File: src/rtl/keypad_pkg.sv
// keypad_pkg: scanner state encoding, column drive patterns and key index helpers
package keypad_pkg;
    typedef enum logic [1:0] {SCAN, DEBOUNCE, HELD, RELEASE} state_t;
    localparam int KEY_W = 4;
    localparam logic [3:0][3:0] COL_PAT = {4'b0111, 4'b1011, 4'b1101, 4'b1110};
    function automatic logic [1:0] low_row(input logic [3:0] r);
        return !r[0] ? 2'd0 : !r[1] ? 2'd1 : !r[2] ? 2'd2 : 2'd3;
    endfunction
endpackage

File: src/rtl/row_sync.sv
// row_sync: two-flop synchronizer for active-low inputs, resets to all-ones
module row_sync #(
    parameter int W = 4
) (
    input  logic         clk,
    input  logic         re,
    input  logic [W-1:0] d,
    output logic [W-1:0] q
);
    logic [W-1:0] meta;
    always_ff @(posedge clk or negedge re)
        if (!re) {q, meta} <= '1;
        else {q, meta} <= {meta, d};
endmodule

File: src/rtl/keypad_scan.sv
// keypad_scan: 4x4 keypad column scanner with press/release debounce
module keypad_scan
    import keypad_pkg::*;
#(
    parameter int SCAN_DIV     = 50000,
    parameter int DEBOUNCE_CNT = 500000
) (
    input  logic             clk,
    input  logic             re,
    input  logic [3:0]       row,
    output logic [3:0]       col,
    output logic [KEY_W-1:0] key_code,
    output logic             key_valid,
    output logic             key_held
);
    localparam int DIV_W = $clog2(SCAN_DIV);
    localparam int CNT_W = $clog2(DEBOUNCE_CNT);
    state_t state, state_d;
    logic [3:0] row_s, cap, cap_d;
    logic [1:0] col_idx, col_d;
    logic [DIV_W-1:0] div, div_d;
    logic [CNT_W-1:0] cnt, cnt_d;
    logic [KEY_W-1:0] code_d;
    logic valid_d, held_d, idle, match, last, dlast;

    row_sync #(.W(4)) u_sync (.clk(clk), .re(re), .d(row), .q(row_s));

    assign col   = COL_PAT[col_idx];
    assign idle  = row_s == 4'b1111;
    assign match = row_s == cap;
    assign last  = div == DIV_W'(SCAN_DIV - 1);
    assign dlast = cnt == CNT_W'(DEBOUNCE_CNT - 1);

    always_ff @(posedge clk or negedge re)
        if (!re) begin
            state     <= SCAN;
            col_idx   <= '0;
            div       <= '0;
            cnt       <= '0;
            cap       <= 4'b1111;
            key_code  <= '0;
            key_valid <= 1'b0;
            key_held  <= 1'b0;
        end else begin
            state     <= state_d;
            col_idx   <= col_d;
            div       <= div_d;
            cnt       <= cnt_d;
            cap       <= cap_d;
            key_code  <= code_d;
            key_valid <= valid_d;
            key_held  <= held_d;
        end

    // Counters only ever count up to their terminal value, then the state changes and clears them.
    always_comb begin
        state_d = state;
        col_d   = col_idx;
        div_d   = div;
        cnt_d   = cnt;
        cap_d   = cap;
        code_d  = key_code;
        valid_d = 1'b0;
        held_d  = key_held;
        unique case (state)
            SCAN:
                if (!last) div_d = div + 1'b1;
                else begin
                    div_d = '0;
                    if (idle) col_d = col_idx + 2'd1;
                    else begin
                        cap_d   = row_s;
                        cnt_d   = '0;
                        state_d = DEBOUNCE;
                    end
                end
            DEBOUNCE:
                if (!match) begin
                    state_d = SCAN;
                    col_d   = col_idx + 2'd1;
                    cnt_d   = '0;
                    div_d   = '0;
                end else if (dlast) begin
                    state_d = HELD;
                    code_d  = KEY_W'({low_row(cap), col_idx});
                    valid_d = 1'b1;
                    held_d  = 1'b1;
                    cnt_d   = '0;
                end else cnt_d = cnt + 1'b1;
            HELD:
                if (idle) begin
                    cnt_d   = '0;
                    state_d = RELEASE;
                end
            RELEASE:
                if (!idle) begin
                    state_d = HELD;
                    cnt_d   = '0;
                end else if (dlast) begin
                    state_d = SCAN;
                    held_d  = 1'b0;
                    col_d   = col_idx + 2'd1;
                    cnt_d   = '0;
                    div_d   = '0;
                end else cnt_d = cnt + 1'b1;
            default: state_d = SCAN;
        endcase
    end
endmodule

File: config.mk
export PLATFORM = sky130hd
export DESIGN_NAME = keypad_scan
export DESIGN_NICKNAME = d
export VERILOG_FILES = /design/src/rtl/keypad_pkg.sv /design/src/rtl/row_sync.sv /design/src/rtl/keypad_scan.sv
export SDC_FILE = /design/constraint.sdc
export NUM_CORES = 1
export LEC_CHECK = 0
export ABC_AREA = 1
export CAP_MARGIN = 20
export CORE_MARGIN = 8
export CORE_UTILIZATION = 45
export CTS_BUF_LIST = sky130_fd_sc_hd__clkbuf_4 sky130_fd_sc_hd__clkbuf_8
export CTS_CLUSTER_SIZE = 28
export DETAILED_ROUTE_END_ITERATION = 10
export PLACE_DENSITY = 0.62
export SLEW_MARGIN = 20
export SYNTH_ARGS = -nofsm -noshare
export SYNTH_HDL_FRONTEND = slang
export SYNTH_HIERARCHICAL = 1
export SYNTH_SLANG_ARGS = --single-unit
File: constraint.sdc
create_clock -name clk -period 4.5 [get_ports clk]
set_input_delay 0.675 -clock clk [delete_from_list [all_inputs] [get_ports clk]]
set_output_delay 0.675 -clock clk [all_outputs]
set_load 0.1 [all_outputs]
After elaboration in Yosys (flattened, before gate mapping)
Index checks and enable logic that the tools add are counted.

storage, ports and cells
  memories = 0
  bits in latches = 0
  input bits = 6
  bits in registers = 57
  ROM bits = 0
  bits in writable memories = 0
  logic and storage cells = 82
  output and inout bits = 10

operators by class
  bitwise logic cells = 1
  div/mod/pow operators = 0
  shifts and indexed selects = 0
  reduce and logical (&&, ||, !) cells = 10
  mux-type cells = 39
  order comparisons = 1
  multipliers = 0
  equality and inequality tests = 18
  $add $sub $neg = 3

operators with widths
  kind                                                        number
  two-way mux 19 bit                                          6
  case mux 19 bit (4 select lines)                            1
  two-way mux 16 bit                                          4
  case mux 16 bit (3 select lines)                            1
  two-way mux 2 bit                                           14
  adder 19 x 1 -> 19 bit, second input constant               1
  equality test 19 bit, second input constant                 1
  inequality test 2 bit, second input constant                9
  adder 16 x 1 -> 16 bit, second input constant               1
  equality test 16 bit, second input constant                 1
  AND reduction 5 bit                                         2
  AND reduction 3 bit                                         3
  binary-select mux 4 bit (select 2 bit)                      1
  two-way mux 1 bit                                           8
  case mux 2 bit (4 select lines)                             1
  inequality test 3 bit, second input constant                2
  case mux 2 bit (3 select lines)                             1
  AND reduction 6 bit                                         1
  equality test 2 bit, second input constant                  2
  equality test 4 bit                                         1
  equality test 4 bit, second input constant                  1
  two-way mux 4 bit                                           1
  AND reduction 4 bit                                         1
  less-than comparator 2 x 3 -> 1 bit, second input constant  1
  other kinds (7)                                             7

Logic depth before layout (Yosys ltp)
  word-level depth = 4
  gate-level depth with buffers = 12
  depth with buffers taken out = 12

Cells and area by module
The synthesis kept the hierarchy.

modules (own cells, without submodules)
  module       cells each  instances  area an instance (sq um)  sequential area each (sq um)
  keypad_scan  479         1          3350.7                    1231.2
  row_sync     8           1          210.2                     210.2

Worst setup path before layout
Ideal clock, no wire load.

  kind = reg2out
  start point = register col_idx[0]
  end point = output port col[0]
  required time = 3825 ps
  cell stages (with the launch flop) = 4
  path buffers = 0
  arrival = 1224 ps
  setup slack = 2601 ps
  cells stage by stage = dfrtp_1 inv_1 ha_1 inv_1

on the way
  word-level cells in the longest chain between the ends = 2

RTL lines
  item                                     RTL line           RTL
  start: declaration                       keypad_scan.sv:20  logic [1:0] col_idx, col_d;
  start signal: assignment                 keypad_scan.sv:46  col_idx <= col_d;
  binary-select mux 4 bit (select 2 bit)   keypad_scan.sv:28  assign col = COL_PAT[col_idx];
  two-way mux 4 bit (implied by the code)  keypad_scan.sv:28
  end: declaration                         keypad_scan.sv:11  output logic [3:0] col,

Every way passes these cells. The select of a mux whose other input is x is not followed.

Worst setup path after layout
Ends and elaborated chain as after synthesis.

==> report_table.html <==
<table>
<tr><th>Metric</th><th>Value</th></tr>
<tr><th colspan="2">Timing</th></tr>
<tr><td>Minimum hold slack</td><td>about 350 ps</td></tr>
<tr><td>Final-report max-slew violation count</td><td>0</td></tr>
<tr><td>Highest clock rate</td><td>between 300 and 400 MHz</td></tr>
<tr><td>Post-route clock period utilization</td><td>0.643</td></tr>
<tr><td>Period minus WS final</td><td>just under 3000 ps</td></tr>
<tr><td>Worst slew pin tran</td><td>approximately 980 ps</td></tr>
<tr><td>Total negative setup slack</td><td>0 ps</td></tr>
<tr><td>Max transition margin</td><td>0.343</td></tr>
<tr><td>Setup violations, final</td><td>0</td></tr>
<tr><td>Setup clock skew after layout</td><td>approximately 9.4 ps</td></tr>
<tr><td>Final Hold Viols</td><td>0</td></tr>
<tr><td>Setup repair after global routing missed its margin</td><td>no</td></tr>
<tr><th colspan="2">Routing</th></tr>
<tr><td>Drt pass-1 iters</td><td>4</td></tr>
<tr><td>Routed wirelength normalized by instance count</td><td>around 13 um</td></tr>
<tr><td>Vias after detailed routing</td><td>between 3,000 and 4,000</td></tr>
<tr><td>Aggregate routed wire length</td><td>slightly below 8000 um</td></tr>
<tr><td>DRT iter0 DRCs</td><td>101</td></tr>
<tr><td>Routed via count divided by cell count</td><td>approximately 4.9</td></tr>
<tr><td>Remaining routing DRC violations</td><td>0</td></tr>
<tr><td>Antenna Nets Post-Route</td><td>0</td></tr>
<tr><th colspan="2">Logic synthesis</th></tr>
<tr><td>Post-synth top area share</td><td>0.316</td></tr>
<tr><td>#FFs+latches synth</td><td>57</td></tr>
<tr><td>Sequential area share after synthesis</td><td>0.405</td></tr>
<tr><td>Leading post-synthesis cells by instance count</td><td>sky130_fd_sc_hd__nand2_1 (155), sky130_fd_sc_hd__nor2_1 (66), sky130_fd_sc_hd__inv_1 (53)</td></tr>
<tr><td>Multiplexer fraction of the synthesized cell area</td><td>0</td></tr>
<tr><td>Top_reg_cell synth</td><td>sky130_fd_sc_hd__dfrtp_1</td></tr>
<tr><td>Fraction of registers with async set or reset after synthesis</td><td>1.00</td></tr>
<tr><td>Post-Syn Instances</td><td>about 500</td></tr>
<tr><td>Synthesized-area fraction occupied by ao, oa, aoi and oai cells</td><td>0.0632</td></tr>
<tr><td>Number of flops mapped to enable cells by yosys</td><td>0</td></tr>
<tr><td>Most frequent cell after synthesis</td><td>sky130_fd_sc_hd__nand2_1</td></tr>
<tr><td>Leading area contributor after synthesis</td><td>sky130_fd_sc_hd__dfrtp_1</td></tr>
<tr><td>Post-synthesis average cell area</td><td>about 7.3 um^2</td></tr>
<tr><td>Synth Net Count</td><td>504</td></tr>
<tr><td>Yosys Warn Count</td><td>6</td></tr>
<tr><td>Post-Synth Adder-Cell Area</td><td>0.0387</td></tr>
<tr><td>Largest family of logic cells by synthesized area</td><td>simple AND/OR/NAND/NOR gates</td></tr>
<tr><td>Mapped Area</td><td>approximately 3600 um^2</td></tr>
<tr><td>Synth Area in XOR/XNOR</td><td>0.0344</td></tr>
<tr><td>Ranking of synthesized cells by area</td><td>sky130_fd_sc_hd__dfrtp_1 (32%), sky130_fd_sc_hd__nand2_1 (16%), sky130_fd_sc_hd__dfstp_2 (8.9%)</td></tr>
<tr><td>Count of distinct cell types in the synthesized netlist</td><td>32</td></tr>
<tr><td>Post-synthesis share of cell area spent on and, or, nand and nor gates</td><td>0.379</td></tr>
<tr><th colspan="2">Floorplanning</th></tr>
<tr><td>Area of the core</td><td>~7700 um^2</td></tr>
<tr><td>Vert. Die Dim</td><td>roughly 100 um</td></tr>
<tr><td>Overall die area</td><td>approximately 11,000 um^2</td></tr>
<tr><td>Number of top-level design ports</td><td>16</td></tr>
<tr><td>Initial Util</td><td>0.463</td></tr>
<tr><td>Standard-cell row count</td><td>32</td></tr>
<tr><td>Chip width</td><td>roughly 100 um</td></tr>
<tr><th colspan="2">Critical path</th></tr>
<tr><td>Biggest fanout along the worst timing path</td><td>4</td></tr>
<tr><td>Crit path to</td><td>col[0]</td></tr>
<tr><td>Origin of the critical flop-to-flop path</td><td>state[1]</td></tr>
<tr><td>Register-to-register setup slack</td><td>2370 ps</td></tr>
<tr><td>Cell depth of the worst flop-to-flop path</td><td>7</td></tr>
<tr><td>Worst Setup SP</td><td>col_idx[0]</td></tr>
<tr><td>Cell type of the slowest stage on the worst timing path</td><td>sky130_fd_sc_hd__clkdlybuf4s50_1</td></tr>
<tr><td>Number of cells on the critical path</td><td>4</td></tr>
<tr><td>Crit path kind</td><td>reg -&gt; out</td></tr>
<tr><td>Data arrival time at the worst-slack endpoint</td><td>~2200 ps</td></tr>
<tr><td>Most numerous cell on the critical path</td><td>sky130_fd_sc_hd__inv_1</td></tr>
<tr><td>Largest incremental delay on the critical path</td><td>1120 ps</td></tr>
<tr><td>WP data required</td><td>3830 ps</td></tr>
<tr><td>Worst Path Buf+Inv</td><td>3</td></tr>
<tr><td>Crit start category</td><td>flip-flop</td></tr>
<tr><td>Cell family with the largest share of critical-path delay</td><td>buffers and inverters</td></tr>
<tr><td>Reg2reg end</td><td>div[1]</td></tr>
<tr><td>Cells along the critical path</td><td>inv_1 -&gt; ha_1 -&gt; inv_1 -&gt; clkdlybuf4s50_1</td></tr>
<tr><td>Capturing element type of the critical path</td><td>output pin</td></tr>
<tr><th colspan="2">Placed design</th></tr>
<tr><td>Post-DP HPWL</td><td>5820 um</td></tr>
<tr><td>Cell count after placement</td><td>598</td></tr>
<tr><td>Number of buffers added on ports</td><td>15</td></tr>
<tr><td>Gpl congestion</td><td>0.883</td></tr>
<tr><th colspan="2">Clock network</th></tr>
<tr><td>CTS sink cnt</td><td>57</td></tr>
<tr><td>Hold buffer count at CTS</td><td>0</td></tr>
<tr><td>Clock-pin slew of the registers on the worst-case setup and hold paths</td><td>roughly 70 ps</td></tr>
<tr><td># Post-CTS Setup Buffers</td><td>0</td></tr>
<tr><td>Clk Latency, worst-skew pair</td><td>about 340 ps</td></tr>
<tr><td>Inserted Clock Buffers</td><td>9</td></tr>
<tr><td>Number of levels in the clock H-tree</td><td>3</td></tr>
<tr><td>Count of cells resized by post-cts repair</td><td>0</td></tr>
<tr><td>Number of buffers between clock root and the deepest sink</td><td>2</td></tr>
<tr><td>CTS tree</td><td>done</td></tr>
<tr><td>CTS root buf</td><td>sky130_fd_sc_hd__clkbuf_8</td></tr>
<tr><th colspan="2">Final layout</th></tr>
<tr><td>Nets@finish</td><td>about 520</td></tr>
<tr><td>FILL cells</td><td>between 700 and 800</td></tr>
<tr><td>Register Area</td><td>1440 um^2</td></tr>
<tr><td>Post-route non-filler standard cell count</td><td>about 610</td></tr>
<tr><td>Diode count</td><td>0</td></tr>
<tr><td>Synth-to-Final Area Change</td><td>11.2%</td></tr>
<tr><td>Combined area of the multi-input logic cells</td><td>~1800 um^2</td></tr>
<tr><td>Layout cell share with drive strength beyond 1</td><td>0.131</td></tr>
<tr><th colspan="2">Flow run</th></tr>
<tr><td>Maxcap violations</td><td>0</td></tr>
<tr><th colspan="2">Power</th></tr>
<tr><td>Leakage power summed over all cells</td><td>around 1.8 nW</td></tr>
<tr><td>Maximum vdd ir drop</td><td>between 0.1 and 0.15 mV</td></tr>
<tr><td>Power density over cell area</td><td>approximately 250 nW/um^2</td></tr>
<tr><th colspan="2">Global route</th></tr>
<tr><td>First-pass GRT wire length</td><td>13,700 um</td></tr>
<tr><td>Aggregate global routing overflow</td><td>0</td></tr>
<tr><td>Largest net degree at the start of global routing</td><td>58</td></tr>
<tr><td>Number of antenna violations at the first check in global routing</td><td>0</td></tr>
<tr><td>Number of global-route vias before repair</td><td>2,967</td></tr>
<tr><td>Total global routing track utilization</td><td>0.150</td></tr>
<tr><th colspan="2">Status</th></tr>
<tr><td>Run status</td><td>finished clean</td></tr>
<tr><th colspan="2">Hold path</th></tr>
<tr><td>Hold WC Path Type</td><td>reg -&gt; reg</td></tr>
</table>
[layout make-up]
| type | instances | area share |
|---|---|---|
| inverter | 58 | 0.0556 |
| clock inverter | 3 | 0.00442 |
| clock buffer | 13 | 0.0420 |
| sequential | 57 | 0.364 |
| timing repair buffer | 16 | 0.0385 |
| tap | 102 | 0.0322 |
| multi-input combinational | 365 | 0.463 |
[state kept, by name, summed over array words and instances, names as in the netlist]
register and cells:
cap 4, u_sync/q 4, key_code 4, key_valid 1, col_idx 2, div 16
u_sync/meta 4, cnt 19, key_held 1, state 2
[cells by family (layout without fill, tap and decap cells)]
family / after synthesis / count (layout)
flip-flops: 57 / 57
buffers and inverters: 65 / 90
adder cells (fa/ha/maj): 11 / 11
AND/OR/NAND/NOR: 303 / 303
XOR/XNOR: 14 / 14
AO/OA/AOI/OAI: 37 / 37
[cell usage in the layout (no fill, tap or decap)]
cell type / instances
sky130_fd_sc_hd__dfstp_2: 12
sky130_fd_sc_hd__clkinvlp_4: 1
sky130_fd_sc_hd__nand4_1: 18
sky130_fd_sc_hd__nand2_2: 8
sky130_fd_sc_hd__buf_4: 1
sky130_fd_sc_hd__nand3b_1: 2
sky130_fd_sc_hd__o21ai_1: 1
sky130_fd_sc_hd__inv_2: 2
sky130_fd_sc_hd__clkinv_1: 2
sky130_fd_sc_hd__a21o_1: 1
sky130_fd_sc_hd__o21bai_1: 2
sky130_fd_sc_hd__clkinv_2: 2
sky130_fd_sc_hd__or2_2: 2
sky130_fd_sc_hd__nand2_1: 155
sky130_fd_sc_hd__nand3_1: 28
sky130_fd_sc_hd__clkbuf_4: 2
sky130_fd_sc_hd__nand2_4: 2
sky130_fd_sc_hd__o21ai_2: 7
sky130_fd_sc_hd__a21oi_1: 5
sky130_fd_sc_hd__ha_1: 11
sky130_fd_sc_hd__nor2_4: 5
sky130_fd_sc_hd__nor2_2: 6
sky130_fd_sc_hd__xnor2_1: 1
sky130_fd_sc_hd__xor2_1: 13
sky130_fd_sc_hd__inv_4: 1
sky130_fd_sc_hd__inv_1: 53
sky130_fd_sc_hd__nand3_2: 3
sky130_fd_sc_hd__nor2_1: 66
sky130_fd_sc_hd__nor3b_1: 1
sky130_fd_sc_hd__nor3_1: 7
sky130_fd_sc_hd__dfrtp_1: 45
sky130_fd_sc_hd__clkbuf_8: 11
sky130_fd_sc_hd__buf_2: 1
sky130_fd_sc_hd__clkdlybuf4s50_1: 14
sky130_fd_sc_hd__o21bai_2: 1
sky130_fd_sc_hd__o21ai_0: 20
[routing by layer]
layer  share of wire  global-route usage  vias to the layer above
met5               0                   0                        -
met4           0.023              0.0836                        0
met3           0.031              0.0332                       14
met2            0.47               0.241                       45
met1            0.48               0.184                     1403
li1                -                   -                     1570
[per-stage QoR]
step | power (mW) | setup WS [ps] | util | area, um^2
floorplan | 0.535 | 2600 | - | 3560
global placement | 0.552 | 2000 | 0.491 | 3780
detailed placement | 0.552 | 1940 | 0.491 | 3780
CTS | 1.00 | 1570 | 0.515 | 3960
global route | 1.02 | 1510 | 0.515 | 3960
finish | 0.987 | 1610 | 0.515 | 3960
[report_power, final]
part	internal, mW	switching (mW)
Clock	0.240	0.204
Combinational	0.00580	0.0141
Sequential	0.519	0.00290
Total	0.765	0.221
[worst min path at each step]
stage | start | to | slack [ps] | cells past startpoint
3_3_place_gp | u_sync/meta[0] | u_sync/q[0] | 350 | 0
2_1_floorplan | u_sync/meta[0] | u_sync/q[0] | 350 | 0
6_report | u_sync/meta[1] | u_sync/q[1] | 350 | 0
5_1_grt | u_sync/meta[1] | u_sync/q[1] | 360 | 0
3_5_place_dp | u_sync/meta[0] | u_sync/q[0] | 350 | 0
4_1_cts | u_sync/meta[1] | u_sync/q[1] | 350 | 0
Note: power is estimated with default switching activity, not from simulation.
